`src/rtl/he_lb_csr_pkg.sv`:
```
// rtl/he_lb_csr_pkg.sv - shared HE-LB CSR address map, INFO0 layout and decode helpers
package he_lb_csr_pkg;

    // Byte addresses of the HE-LB CSR space
    localparam logic [15:0] ADDR_DFH          = 16'h000;
    localparam logic [15:0] ADDR_ID_L         = 16'h008;
    localparam logic [15:0] ADDR_ID_H         = 16'h010;
    localparam logic [15:0] ADDR_SCRATCHPAD0  = 16'h100;
    localparam logic [15:0] ADDR_SCRATCHPAD1  = 16'h104;
    localparam logic [15:0] ADDR_SCRATCHPAD2  = 16'h108;
    localparam logic [15:0] ADDR_DSM_BASEL    = 16'h110;
    localparam logic [15:0] ADDR_DSM_BASEH    = 16'h114;
    localparam logic [15:0] ADDR_SRC_ADDR     = 16'h120;
    localparam logic [15:0] ADDR_DST_ADDR     = 16'h128;
    localparam logic [15:0] ADDR_NUM_LINES    = 16'h130;
    localparam logic [15:0] ADDR_CTL          = 16'h138;
    localparam logic [15:0] ADDR_CFG          = 16'h140;
    localparam logic [15:0] ADDR_INACT_THRESH = 16'h148;
    localparam logic [15:0] ADDR_INTERRUPT0   = 16'h150;
    localparam logic [15:0] ADDR_SWTEST_MSG   = 16'h158;
    localparam logic [15:0] ADDR_STATUS0      = 16'h160;
    localparam logic [15:0] ADDR_STATUS1      = 16'h168;
    localparam logic [15:0] ADDR_ERROR        = 16'h170;
    localparam logic [15:0] ADDR_STRIDE       = 16'h178;
    localparam logic [15:0] ADDR_INFO0        = 16'h180;

    typedef struct packed {
        logic [4:0]  local_mem_width_shift;
        logic [1:0]  bus_width_shift;
        logic        atomics_supported;
        logic [7:0]  api_version;
        logic [15:0] clk_mhz;
    } t_info0;

    // One entry per qword of the map; 32-bit registers sharing a qword
    // (SP0/SP1, DSM_BASEL/H) are handled as a single 64-bit entry.
    typedef enum logic [4:0] {
        R_NONE, R_DFH, R_ID_L, R_ID_H, R_SP01, R_SP2, R_DSM, R_SRC, R_DST,
        R_NUM, R_CTL, R_CFG, R_INACT, R_INT0, R_SWTEST, R_STAT0, R_STAT1,
        R_ERR, R_STRIDE, R_INFO0
    } t_csr_reg;

    typedef enum logic {S_IDLE, S_RSP} t_rsp_state;

    function automatic t_csr_reg decode_qword(input logic [12:0] qa);
        t_csr_reg r;
        r = R_NONE;
        case (qa)
            ADDR_DFH[15:3]:          r = R_DFH;
            ADDR_ID_L[15:3]:         r = R_ID_L;
            ADDR_ID_H[15:3]:         r = R_ID_H;
            ADDR_SCRATCHPAD0[15:3]:  r = R_SP01;
            ADDR_SCRATCHPAD2[15:3]:  r = R_SP2;
            ADDR_DSM_BASEL[15:3]:    r = R_DSM;
            ADDR_SRC_ADDR[15:3]:     r = R_SRC;
            ADDR_DST_ADDR[15:3]:     r = R_DST;
            ADDR_NUM_LINES[15:3]:    r = R_NUM;
            ADDR_CTL[15:3]:          r = R_CTL;
            ADDR_CFG[15:3]:          r = R_CFG;
            ADDR_INACT_THRESH[15:3]: r = R_INACT;
            ADDR_INTERRUPT0[15:3]:   r = R_INT0;
            ADDR_SWTEST_MSG[15:3]:   r = R_SWTEST;
            ADDR_STATUS0[15:3]:      r = R_STAT0;
            ADDR_STATUS1[15:3]:      r = R_STAT1;
            ADDR_ERROR[15:3]:        r = R_ERR;
            ADDR_STRIDE[15:3]:       r = R_STRIDE;
            ADDR_INFO0[15:3]:        r = R_INFO0;
            default:                 r = R_NONE;
        endcase
        return r;
    endfunction

    // Update only the dword lanes enabled by the access
    function automatic logic [63:0] merge_lanes(input logic [63:0] old_val,
                                                input logic [63:0] wd,
                                                input logic        lo,
                                                input logic        hi);
        logic [63:0] v;
        v = old_val;
        if (lo) v[31:0]  = wd[31:0];
        if (hi) v[63:32] = wd[63:32];
        return v;
    endfunction

endpackage

```
`src/rtl/he_lb_csr_rd_mux.sv`:
```
// rtl/he_lb_csr_rd_mux.sv - HE-LB CSR address decode, lane enables and read-data select
//
// Ports:
//   addr[15:2], len8      access address (dword granular) and size
//   sel                   decoded register (R_NONE for unmapped or misaligned 8B)
//   lane_lo, lane_hi      dword lanes touched by the access
//   rdata                 read data, 4B reads replicated into both dwords
//   sp01..stride          current register / status values
module he_lb_csr_rd_mux
    import he_lb_csr_pkg::*;
#(
    parameter logic [63:0] DFH_VALUE = 64'h1000_0000_0000_0001,
    parameter logic [63:0] AFU_ID_L  = 64'h0,
    parameter logic [63:0] AFU_ID_H  = 64'h0,
    parameter logic [31:0] INFO0     = 32'h0
) (
    input  logic [15:2] addr,
    input  logic        len8,
    output t_csr_reg    sel,
    output logic        lane_lo,
    output logic        lane_hi,
    output logic [63:0] rdata,
    input  logic [63:0] sp01,
    input  logic [31:0] sp2,
    input  logic [63:0] dsm,
    input  logic [63:0] src,
    input  logic [63:0] dst,
    input  logic [31:0] num_lines,
    input  logic        ctl_rst,
    input  logic [63:0] cfg,
    input  logic [63:0] inact,
    input  logic [63:0] int0,
    input  logic [63:0] swtest,
    input  logic [63:0] status0,
    input  logic [63:0] status1,
    input  logic [63:0] error,
    input  logic [63:0] stride
);

    logic [63:0] qv;

    always_comb begin
        // An 8-byte access to the upper dword is treated as unmapped
        sel     = (len8 && addr[2]) ? R_NONE : decode_qword(addr[15:3]);
        lane_lo = len8 || !addr[2];
        lane_hi = len8 || addr[2];

        qv = 64'h0;
        case (sel)
            R_DFH:    qv = DFH_VALUE;
            R_ID_L:   qv = AFU_ID_L;
            R_ID_H:   qv = AFU_ID_H;
            R_SP01:   qv = sp01;
            R_SP2:    qv = {32'h0, sp2};
            R_DSM:    qv = dsm;
            R_SRC:    qv = src;
            R_DST:    qv = dst;
            R_NUM:    qv = {32'h0, num_lines};
            R_CTL:    qv = {63'h0, ctl_rst};
            R_CFG:    qv = cfg;
            R_INACT:  qv = inact;
            R_INT0:   qv = int0;
            R_SWTEST: qv = swtest;
            R_STAT0:  qv = status0;
            R_STAT1:  qv = status1;
            R_ERR:    qv = error;
            R_STRIDE: qv = stride;
            R_INFO0:  qv = {32'h0, INFO0};
            default:  qv = 64'h0;
        endcase

        if (len8)
            rdata = qv;
        else if (addr[2])
            rdata = {qv[63:32], qv[63:32]};
        else
            rdata = {qv[31:0], qv[31:0]};
    end

endmodule

```
`src/rtl/he_lb_csr_responder.sv`:
```
// rtl/he_lb_csr_responder.sv - HE-LB MMIO CSR responder: register file, engine controls, tagged read completions
//
// Ports:
//   clk, rst_n                      clock, asynchronous active-low reset
//   req_*                           MMIO request channel (valid/ready)
//   rsp_*                           read completion channel (valid/ready)
//   eng_rst_n, eng_start, eng_stop  engine soft reset level and control pulses
//   dsm_base..num_lines             engine configuration registers
//   status0, status1, error         engine status inputs (read-only CSRs)
module he_lb_csr_responder
    import he_lb_csr_pkg::*;
#(
    parameter logic [63:0] DFH_VALUE             = 64'h1000_0000_0000_0001,
    parameter logic [63:0] AFU_ID_L              = 64'h0,
    parameter logic [63:0] AFU_ID_H              = 64'h0,
    parameter logic [15:0] CLK_MHZ               = 16'd0,
    parameter logic [7:0]  API_VERSION           = 8'd2,
    parameter logic        ATOMICS_SUPPORTED     = 1'b0,
    parameter logic [1:0]  BUS_WIDTH_SHIFT       = 2'd1,
    parameter logic [4:0]  LOCAL_MEM_WIDTH_SHIFT = 5'd4
) (
    input  logic        clk,
    input  logic        rst_n,
    input  logic        req_valid,
    output logic        req_ready,
    input  logic        req_write,
    input  logic [15:0] req_addr,
    input  logic        req_len8,
    input  logic [63:0] req_wdata,
    input  logic [9:0]  req_tag,
    output logic        rsp_valid,
    input  logic        rsp_ready,
    output logic [9:0]  rsp_tag,
    output logic [63:0] rsp_data,
    output logic        eng_rst_n,
    output logic        eng_start,
    output logic        eng_stop,
    output logic [63:0] dsm_base,
    output logic [63:0] src_addr,
    output logic [63:0] dst_addr,
    output logic [63:0] cfg,
    output logic [63:0] inact_thresh,
    output logic [63:0] interrupt0,
    output logic [63:0] swtest_msg,
    output logic [63:0] stride,
    output logic [31:0] num_lines,
    input  logic [63:0] status0,
    input  logic [63:0] status1,
    input  logic [63:0] error
);

    localparam t_info0 INFO0_VAL = '{
        local_mem_width_shift: LOCAL_MEM_WIDTH_SHIFT,
        bus_width_shift:       BUS_WIDTH_SHIFT,
        atomics_supported:     ATOMICS_SUPPORTED,
        api_version:           API_VERSION,
        clk_mhz:               CLK_MHZ
    };

    t_rsp_state  state, state_next;
    t_csr_reg    sel;
    logic        lane_lo, lane_hi;
    logic [63:0] rdata;
    logic [63:0] wd;
    logic [63:0] sp01;
    logic [31:0] sp2;
    logic        accept, wr_en, rd_capture;
    logic        ctl_wr, ctl_rst_new;

    // Byte offset within a dword carries no meaning in this map
    logic        unused_addr_lsb;
    assign unused_addr_lsb = &{1'b0, req_addr[1:0]};

    he_lb_csr_rd_mux #(
        .DFH_VALUE (DFH_VALUE),
        .AFU_ID_L  (AFU_ID_L),
        .AFU_ID_H  (AFU_ID_H),
        .INFO0     (INFO0_VAL)
    ) u_rd_mux (
        .addr      (req_addr[15:2]),
        .len8      (req_len8),
        .sel       (sel),
        .lane_lo   (lane_lo),
        .lane_hi   (lane_hi),
        .rdata     (rdata),
        .sp01      (sp01),
        .sp2       (sp2),
        .dsm       (dsm_base),
        .src       (src_addr),
        .dst       (dst_addr),
        .num_lines (num_lines),
        .ctl_rst   (eng_rst_n),
        .cfg       (cfg),
        .inact     (inact_thresh),
        .int0      (interrupt0),
        .swtest    (swtest_msg),
        .status0   (status0),
        .status1   (status1),
        .error     (error),
        .stride    (stride)
    );

    always_ff @(posedge clk or negedge rst_n) begin
        if (!rst_n) state <= S_IDLE;
        else        state <= state_next;
    end

    always_comb begin
        state_next = state;
        req_ready  = 1'b0;
        rsp_valid  = 1'b0;
        accept     = 1'b0;
        rd_capture = 1'b0;
        case (state)
            S_IDLE: begin
                req_ready = 1'b1;
                accept    = req_valid;
                if (req_valid && !req_write) begin
                    rd_capture = 1'b1;
                    state_next = S_RSP;
                end
            end
            S_RSP: begin
                rsp_valid = 1'b1;
                if (rsp_ready) state_next = S_IDLE;
            end
            default: state_next = S_IDLE;
        endcase
    end

    // Align write data to lanes: a 4B write carries its dword in [31:0]
    assign wd          = req_len8 ? req_wdata : {req_wdata[31:0], req_wdata[31:0]};
    assign wr_en       = accept && req_write;
    assign ctl_wr      = wr_en && (sel == R_CTL) && lane_lo;
    assign ctl_rst_new = wd[0];

    always_ff @(posedge clk or negedge rst_n) begin
        if (!rst_n) begin
            rsp_data <= 64'h0;
            rsp_tag  <= 10'h0;
        end else if (rd_capture) begin
            rsp_data <= rdata;
            rsp_tag  <= req_tag;
        end
    end

    always_ff @(posedge clk or negedge rst_n) begin
        if (!rst_n) begin
            sp01         <= 64'h0;
            sp2          <= 32'h0;
            dsm_base     <= 64'h0;
            src_addr     <= 64'h0;
            dst_addr     <= 64'h0;
            num_lines    <= 32'h0;
            cfg          <= 64'h0;
            inact_thresh <= 64'h0;
            interrupt0   <= 64'h0;
            swtest_msg   <= 64'h0;
            stride       <= 64'h0;
            eng_rst_n    <= 1'b0;
            eng_start    <= 1'b0;
            eng_stop     <= 1'b0;
        end else begin
            eng_start <= 1'b0;
            eng_stop  <= 1'b0;
            if (wr_en) begin
                case (sel)
                    R_SP01:   sp01         <= merge_lanes(sp01, wd, lane_lo, lane_hi);
                    R_SP2:    if (lane_lo) sp2 <= wd[31:0];
                    R_DSM:    dsm_base     <= merge_lanes(dsm_base, wd, lane_lo, lane_hi);
                    R_SRC:    src_addr     <= merge_lanes(src_addr, wd, lane_lo, lane_hi);
                    R_DST:    dst_addr     <= merge_lanes(dst_addr, wd, lane_lo, lane_hi);
                    R_NUM:    if (lane_lo) num_lines <= wd[31:0];
                    R_CFG:    cfg          <= merge_lanes(cfg, wd, lane_lo, lane_hi);
                    R_INACT:  inact_thresh <= merge_lanes(inact_thresh, wd, lane_lo, lane_hi);
                    R_INT0:   interrupt0   <= merge_lanes(interrupt0, wd, lane_lo, lane_hi);
                    R_SWTEST: swtest_msg   <= merge_lanes(swtest_msg, wd, lane_lo, lane_hi);
                    R_STRIDE: stride       <= merge_lanes(stride, wd, lane_lo, lane_hi);
                    default: ;
                endcase
            end
            if (ctl_wr) begin
                eng_rst_n <= ctl_rst_new;
                eng_stop  <= wd[2];
                // Stop wins over start; start is meaningless while the engine is held in reset
                eng_start <= wd[1] && !wd[2] && ctl_rst_new;
            end
        end
    end

endmodule
```
`config.mk`:
```
export PLATFORM = sky130hd
export DESIGN_NAME = he_lb_csr_responder
export DESIGN_NICKNAME = d
export VERILOG_FILES = /design/src/rtl/he_lb_csr_pkg.sv /design/src/rtl/he_lb_csr_rd_mux.sv /design/src/rtl/he_lb_csr_responder.sv
export SDC_FILE = /design/constraint.sdc
export NUM_CORES = 1
export LEC_CHECK = 0
export BUFFER_PORTS_ARGS = -buffer_cell sky130_fd_sc_hd__buf_4
export CELL_PAD_IN_SITES_DETAIL_PLACEMENT = 1
export CELL_PAD_IN_SITES_GLOBAL_PLACEMENT = 2
export CORE_AREA = 3 3 359 361
export DETAILED_ROUTE_END_ITERATION = 8
export DIE_AREA = 0 0 362 364
export PLACE_DENSITY = 0.76
export SLEW_MARGIN = 20
export SYNTH_ARGS = -nofsm -noshare
export SYNTH_HDL_FRONTEND = slang
export SYNTH_HIERARCHICAL = 1
export SYNTH_SLANG_ARGS = --single-unit
export TNS_END_PERCENT = 5
```
`constraint.sdc`:
```
create_clock -name clk -period 2.7 [get_ports clk]
set_input_delay 0.27 -clock clk [delete_from_list [all_inputs] [get_ports clk]]
set_output_delay 0.27 -clock clk [all_outputs]
set_load 0.005 [all_outputs]
```
==> key figures, run 1 <==
Status
  • Status: finished, violations left
  • Failing checks: setup timing

Min path
  • End of the worst hold path: cfg[9]$_DFFE_PN0P_
  • Hold_sp: req_wdata[9]
  • WHS Path Cells: 2
  • Hold crit path type: input pin to flop

Floorplanning
  • Initial core utilization: 0.276
  • Core box area: 126,000 µm²
  • Die W: 362 µm
  • Chip Height: 364 µm
  • FP Rows: 130
  • Die footprint: 132,000 µm²
  • I/O pins: 911

CTS
  • CTS root buffer: clkbuf_16
  • Clock Pin Slew Worst Setup and Hold Paths: 0.06 ns
  • TritonCTS Buffers: 87
  • CTS tree: built
  • H-tree lvl count: 3
  • Clock sinks: 718
  • Later-pin clock latency in the skew report: 0.68 ns
  • Clock Path Buffers: 3

STA
  • Worst hold-check slack: 0.0561 ns
  • Min Tclk post-route: 2.99 ns
  • Tcrit/Tclk final: 1.11
  • RSZ-0062 raised after global routing: true
  • Final Hold Fails: 0
  • Least-Margin Pin Slew: 0.752 ns
  • Clock Skews: 0.0320 ns
  • Setup TNS: -8.15 ns
  • Maximum clock frequency: 335 MHz
  • Slew HR: 0.499
  • Final setup viols: 73
  • Final setup margin: -0.286 ns
  • Max Slew Vio Count: 0

Global route
  • Vias in the first global route: 33,400
  • GRT overflow: 0
  • Busiest layer in global routing: met2
  • Met2 GRT Util: 0.539
  • Met1 Usage GRT: 0.383
  • First-pass GRT wire length: 292 mm
  • All-Layer GR Usage: 0.320
  • Largest net degree at the start of global routing: 89
  • Initial antenna violation count: 24
  • M3 GR Usage: 0.0754

Cells and area
  • Fin nets: 4,291
  • Most frequent cells in the layout: buf_4 (1,239), dfrtp_1 (718), mux2_2 (717)
  • Layout cells sized above 1: 0.612
  • Commonest non-fill, non-tap cell in the layout: buf_4
  • Seq. cell area: 18,000 µm²
  • Finished Cell Area: 52,400 µm²
  • Fin cells: 5,740
  • Filler instances: 13,300
  • Fin util: 0.417
  • Area of the multi-input gates: 16,500 µm²
  • Area grow syn2layout: 51.3%

Drt
  • DRC violations left: 0
  • First DRT Iteration DRCs: 3,134
  • Total number of vias: 32,300
  • Routed WL: 219 mm
  • DRT antenna net count: 0
  • 1st-pass router iterations: 6
  • Routed len/inst: 38.1 µm
  • Vias per cell: 5.63

Setup path
  • R2R cell count: 6
  • Worst Path Required: 3.24 ns
  • Critical path class: input pin to flop
  • CP Max Fanout: 7
  • Reg2reg setup slack: 0.46 ns
  • CP endpoint kind: flop
  • RR Startpoint: state$_DFF_PN0_
  • WP data arrival: 3.53 ns
  • CP Launch Type: input pin
  • End of the worst register-to-register path: swtest_msg[29]$_DFFE_PN0P_

Logic synthesis
  • Mapped Nets: 2,979
  • Register area share after synthesis: 0.519
  • Syn Inst Count: 2,686
  • Synthesized flop and latch total: 718
  • Synth Area per Inst: 12.9 µm²
  • Count of flip-flops with a built-in enable after synthesis: 0
  • Synth async-reset ratio: 1.00
  • Mapped Area: 34,600 µm²
  • Yosys cell types: 93
  • Warnings from Yosys: 6
  • Main synth FF type: dfrtp_1

Power
  • Power Density: 471 nW/µm²
  • VDD IR max: 535 µV
  • Final Total Pwr: 24.7 mW
  • LEAKAGE: 26.3 nW

Run
  • Maxcap violations: 0

Place
  • Placed Instances: 5,457
  • Final HPWL DP: 165 mm
  • Port Buffers: 908
  • Placer Congestion: 0.922
  • Placed inst area: 47,500 µm²
  • Dpl ws: -1.37 ns
-- cells in the mapped netlist (13+ instances only) --
cell type,count,area (µm²)
a221oi_1,57,499
buf_4,21,158
a22o_1,31,272
nand3_1,60,300
nor3_2,13,130
nor3_1,24,120
mux2_2,727,8190
o22ai_1,15,93.8
a32oi_1,21,184
nand2_1,141,529
mux2_4,30,450
buf_1,15,56.3
o21ai_0,48,240
mux2i_1,72,721
mux2_1,24,270
buf_2,96,480
o211ai_1,15,113
a221o_1,16,160
a22oi_1,97,728
a21oi_1,74,370
nor2_1,42,158
a222oi_1,50,500
dfrtp_1,718,18000
clkbuf_1,92,345
-- metal layers --
metal	wire (µm)	up-vias
li1	-	12900
met1	83400	17200
met2	106000	1810
met3	17600	446
met4	11800	10
met5	70	-
-- state kept, by name, indices dropped and copies added, names as in the netlist, 64 cells and up --
name / cells
rsp_data: 64
dst_addr: 64
swtest_msg: 64
cfg: 64
src_addr: 64
dsm_base: 64
inact_thresh: 64
sp01: 64
interrupt0: 64
stride: 64
-- worst max-delay path by stage --
stage                 from                        to  slack (ns)  cells after the start
2_1_floorplan  req_addr[3]  dsm_base[33]$_DFFE_PN0P_       -0.55                     15
3_3_place_gp   req_addr[3]  rsp_data[56]$_DFFE_PN0P_       -1.53                     14
3_5_place_dp   req_addr[3]  rsp_data[35]$_DFFE_PN0P_       -1.37                     16
4_1_cts        req_addr[3]  rsp_data[58]$_DFFE_PN0P_       -0.09                     16
5_1_grt        req_addr[4]   rsp_data[9]$_DFFE_PN0P_       -0.25                     17
6_report       req_addr[3]  rsp_data[29]$_DFFE_PN0P_       -0.29                     14
-- kinds of logic (layout without fill, tap and decap cells) --
family	count (synthesis)	count (layout)	synth area share
DFF	718	718	0.519
other	0	22	0
adders and majority gates	5	5	0.00181
buffers and inverters	241	1623	0.0330
AOI/OAI and AO/OA	506	506	0.113
muxes	854	854	0.279
and+or+nand+nor	361	361	0.0547
xor gates and xnor gates	1	1	0.000253
-- area by class of cell --
class	instances	share of cell area
clock inverter	27	0.00642
multi-input combinational	1727	0.314
timing repair inverter	1	0.000310
timing repair buffer	1451	0.246
sequential	718	0.343
antenna	22	0.00105
inverter	12	0.00158
tap	1650	0.0394
clock buffer	132	0.0486
-- where the power goes --
group	total [mW]	switching (mW)	internal, mW
Clock	12.1	5.07	7.02
Combinational	1.73	1.02	0.714
Sequential	10.9	0.0583	10.8
Total	24.7	6.14	18.6
-- timing repair --
item | in CTS | in global routing
setup buffers | 39 | 27
gates cloned | 4 | 1
pin swaps | 40 | 64
setup endpoints to repair | 409 | 432
gates resized for setup | 96 | 122
hold endpoints to repair | 481 | 0
hold buffers | 34 | 0
-- critical path, cell delays in order --
cell       delay [ns]
buf_12           0.09
inv_12           0.03
ha_4             0.25
or4b_4           0.47
a2111oi_4        0.29
buf_4            0.20
nand2_8          0.10
clkinv_8         0.11
nor3_4           0.07
buf_12           0.16
a222oi_1         0.71
and4_4           0.39
mux2i_1          0.08
mux2_4           0.27
(Power assumes the default switching activity.)
==> run 2, diff against run 1 <==
PLACE_DENSITY = default   (was 0.76)
PLACE_DENSITY_LB_ADDON = 0.1   (was default)
==> key figures, run 2 (synthesis results as in run 1) <==
Status
  • Status: finished, violations left
  • Failing checks: setup timing

Cells and area
  • Finished Cell Area: 53,100 µm²
  • Fin util: 0.422
  • Layout cells sized above 1: 0.612
  • Seq. cell area: 18,000 µm²
  • Fin nets: 4,278
  • Most frequent cells in the layout: buf_4 (1,200), dfrtp_1 (718), mux2_2 (611)
  • Fin cells: 5,712
  • Filler instances: 13,200
  • Commonest non-fill, non-tap cell in the layout: buf_4
  • Area grow syn2layout: 53.2%
  • Area of the multi-input gates: 17,000 µm²

Drt
  • First DRT Iteration DRCs: 2,839
  • 1st-pass router iterations: 7
  • Routed WL: 227 mm
  • Vias per cell: 5.59
  • Routed len/inst: 39.7 µm
  • DRT antenna net count: 0
  • Total number of vias: 31,900
  • DRC violations left: 0

Global route
  • Largest net degree at the start of global routing: 105
  • GRT overflow: 0
  • Initial antenna violation count: 17
  • First-pass GRT wire length: 303 mm
  • Vias in the first global route: 34,000
  • All-Layer GR Usage: 0.333

Place
  • Placed inst area: 47,500 µm²
  • Port Buffers: 908
  • Dpl ws: -1.65 ns
  • Placer Congestion: 0.905
  • Final HPWL DP: 171 mm
  • Placed Instances: 5,424

STA
  • Least-Margin Pin Slew: 0.698 ns
  • Slew HR: 0.535
  • Min Tclk post-route: 3.00 ns
  • Final setup viols: 292
  • Setup TNS: -25.13 ns
  • Maximum clock frequency: 334 MHz
  • Worst hold-check slack: 0.0469 ns
  • Tcrit/Tclk final: 1.11
  • Max Slew Vio Count: 0
  • RSZ-0062 raised after global routing: true
  • Final setup margin: -0.298 ns
  • Final Hold Fails: 0
  • Clock Skews: 0.0217 ns

Setup path
  • Setup crit start: req_addr[4]
  • Max stage delay on crit path: 0.63 ns
  • CP Launch Type: input pin
  • Kind of cell adding the most delay to the critical path: simple AND/OR/NAND/NOR gates
  • WP data arrival: 3.62 ns
  • Bufs and invs on worst path: 5
  • RR Startpoint: interrupt0[18]$_DFFE_PN0P_
  • CP endpoint kind: flop
  • CP Max Fanout: 19
  • Critical path class: input pin to flop
  • Worst Path Required: 3.32 ns
  • CP Cell Sequence: buf_8 > inv_8 > buf_4 > ha_4 > buf_8 > or4b_2 > o211ai_1 > and2_4 > buf_12 > a221oi_1 > o21ai_1 > nand2_1 > o211ai_1 > mux2_2 > mux2_2
  • Slowest library cell on the worst path: or4b_2

Floorplanning
  • Die W: 362 µm
  • Chip Height: 364 µm
  • FP Rows: 130
  • I/O pins: 911
  • Core box area: 126,000 µm²
  • Die footprint: 132,000 µm²
  • Initial core utilization: 0.276

Power
  • Power Density: 467 nW/µm²
  • Final Total Pwr: 24.8 mW
  • VDD IR max: 400 µV
  • Sw Pwr: 6.19 mW
  • Switching Share: 0.250
  • Clock network power share: 0.490
  • Register share of total power: 0.441
  • LEAKAGE: 26.4 nW
  • Combinational power share: 0.070
  • Int Power: 18.6 mW

CTS
  • Clock sinks: 718
  • Clock Path Buffers: 3
  • CTS tree: built
  • CTS root buffer: clkbuf_16
  • H-tree lvl count: 3
  • Clock Pin Slew Worst Setup and Hold Paths: 0.06 ns
  • TritonCTS Buffers: 88
  • Later-pin clock latency in the skew report: 0.68 ns

Min path
  • Hold crit path type: input pin to flop
  • Hold_sp: req_wdata[2]

Run
  • Maxcap violations: 0
## run 2: cell count changes in the layout (fill, tap and decap cells not counted), sizes merged
cell / previous run / this run
buf: 1415 / 1397
diode: 22 / 10
clkbuf: 133 / 129
clkinv: 17 / 20
dlygate4sd3: 34 / 37
bufinv: 5 / 4
clkinvlp: 2 / 3
inv: 16 / 15
nand2: 143 / 144
## run 2: area by class of cell
cell class,count,share of cell area
clock buffers,128,0.0487
repair inverters,1,0.000212
diodes,10,0.000472
flip-flops and latches,718,0.339
inverters,12,0.00177
repair buffers,1436,0.245
well taps,1650,0.0389
multi-input cells,1728,0.321
clock inverters,29,0.00575
## run 2: final timing paths
kind / end / slack (ns) / cells past startpoint
worst max register to register: rsp_data[50]$_DFFE_PN0P_ / 0.30 / 8
worst min-delay path: eng_stop$_DFF_PN0_ / 0.05 / 2
worst max-delay path: rsp_data[1]$_DFFE_PN0P_ / -0.30 / 15
max in group asynchronous: interrupt0[34]$_DFFE_PN0P_ / 1.56 / 3
worst min register to register: sp2[25]$_DFFE_PN0P_ / 0.49 / 1
min in group asynchronous: interrupt0[27]$_DFFE_PN0P_ / 0.08 / 2
## run 2: layer usage
| metal | track usage | share of wire | wire, µm |
|---|---|---|---|
| met2 | 0.579 | 0.49 | 112000 |
| met4 | 0.133 | 0.047 | 10700 |
| met1 | 0.401 | 0.39 | 89200 |
| met3 | 0.0722 | 0.068 | 15400 |
| met5 | 0 | 0.00033 | 75 |
## run 2: power by group through the flow
stage          clock network (mW)  registers (mW)  logic [mW]
3_3_place_gp                    0            11.1        1.61
2_1_floorplan                   0            11.1       0.404
3_5_place_dp                    0            11.1        1.63
5_1_grt                      12.8            10.9        1.81
6_report                     12.1            10.9        1.72
4_1_cts                      12.3            10.9        1.72
## run 2: worst reg2reg max path, cell delays in order (launching register included)
cell and delay (ns):
dfrtp_1 0.40, a222oi_1 0.63, buf_4 0.22, nand2_1 0.06, a221oi_2 0.24, o21ai_1 0.09, buf_4 0.14, mux2_2 0.26
mux2_2 0.26
## run 2: repair_timing
action | CTS | global route
gates resized for setup | 188 | 160
pin swaps | 71 | 51
gates cloned | 5 | 1
hold buffers | 37 | 0
endpoints found under the hold margin | 409 | 0
endpoints found under the setup margin | 570 | 399
buffers inserted | 62 | 23
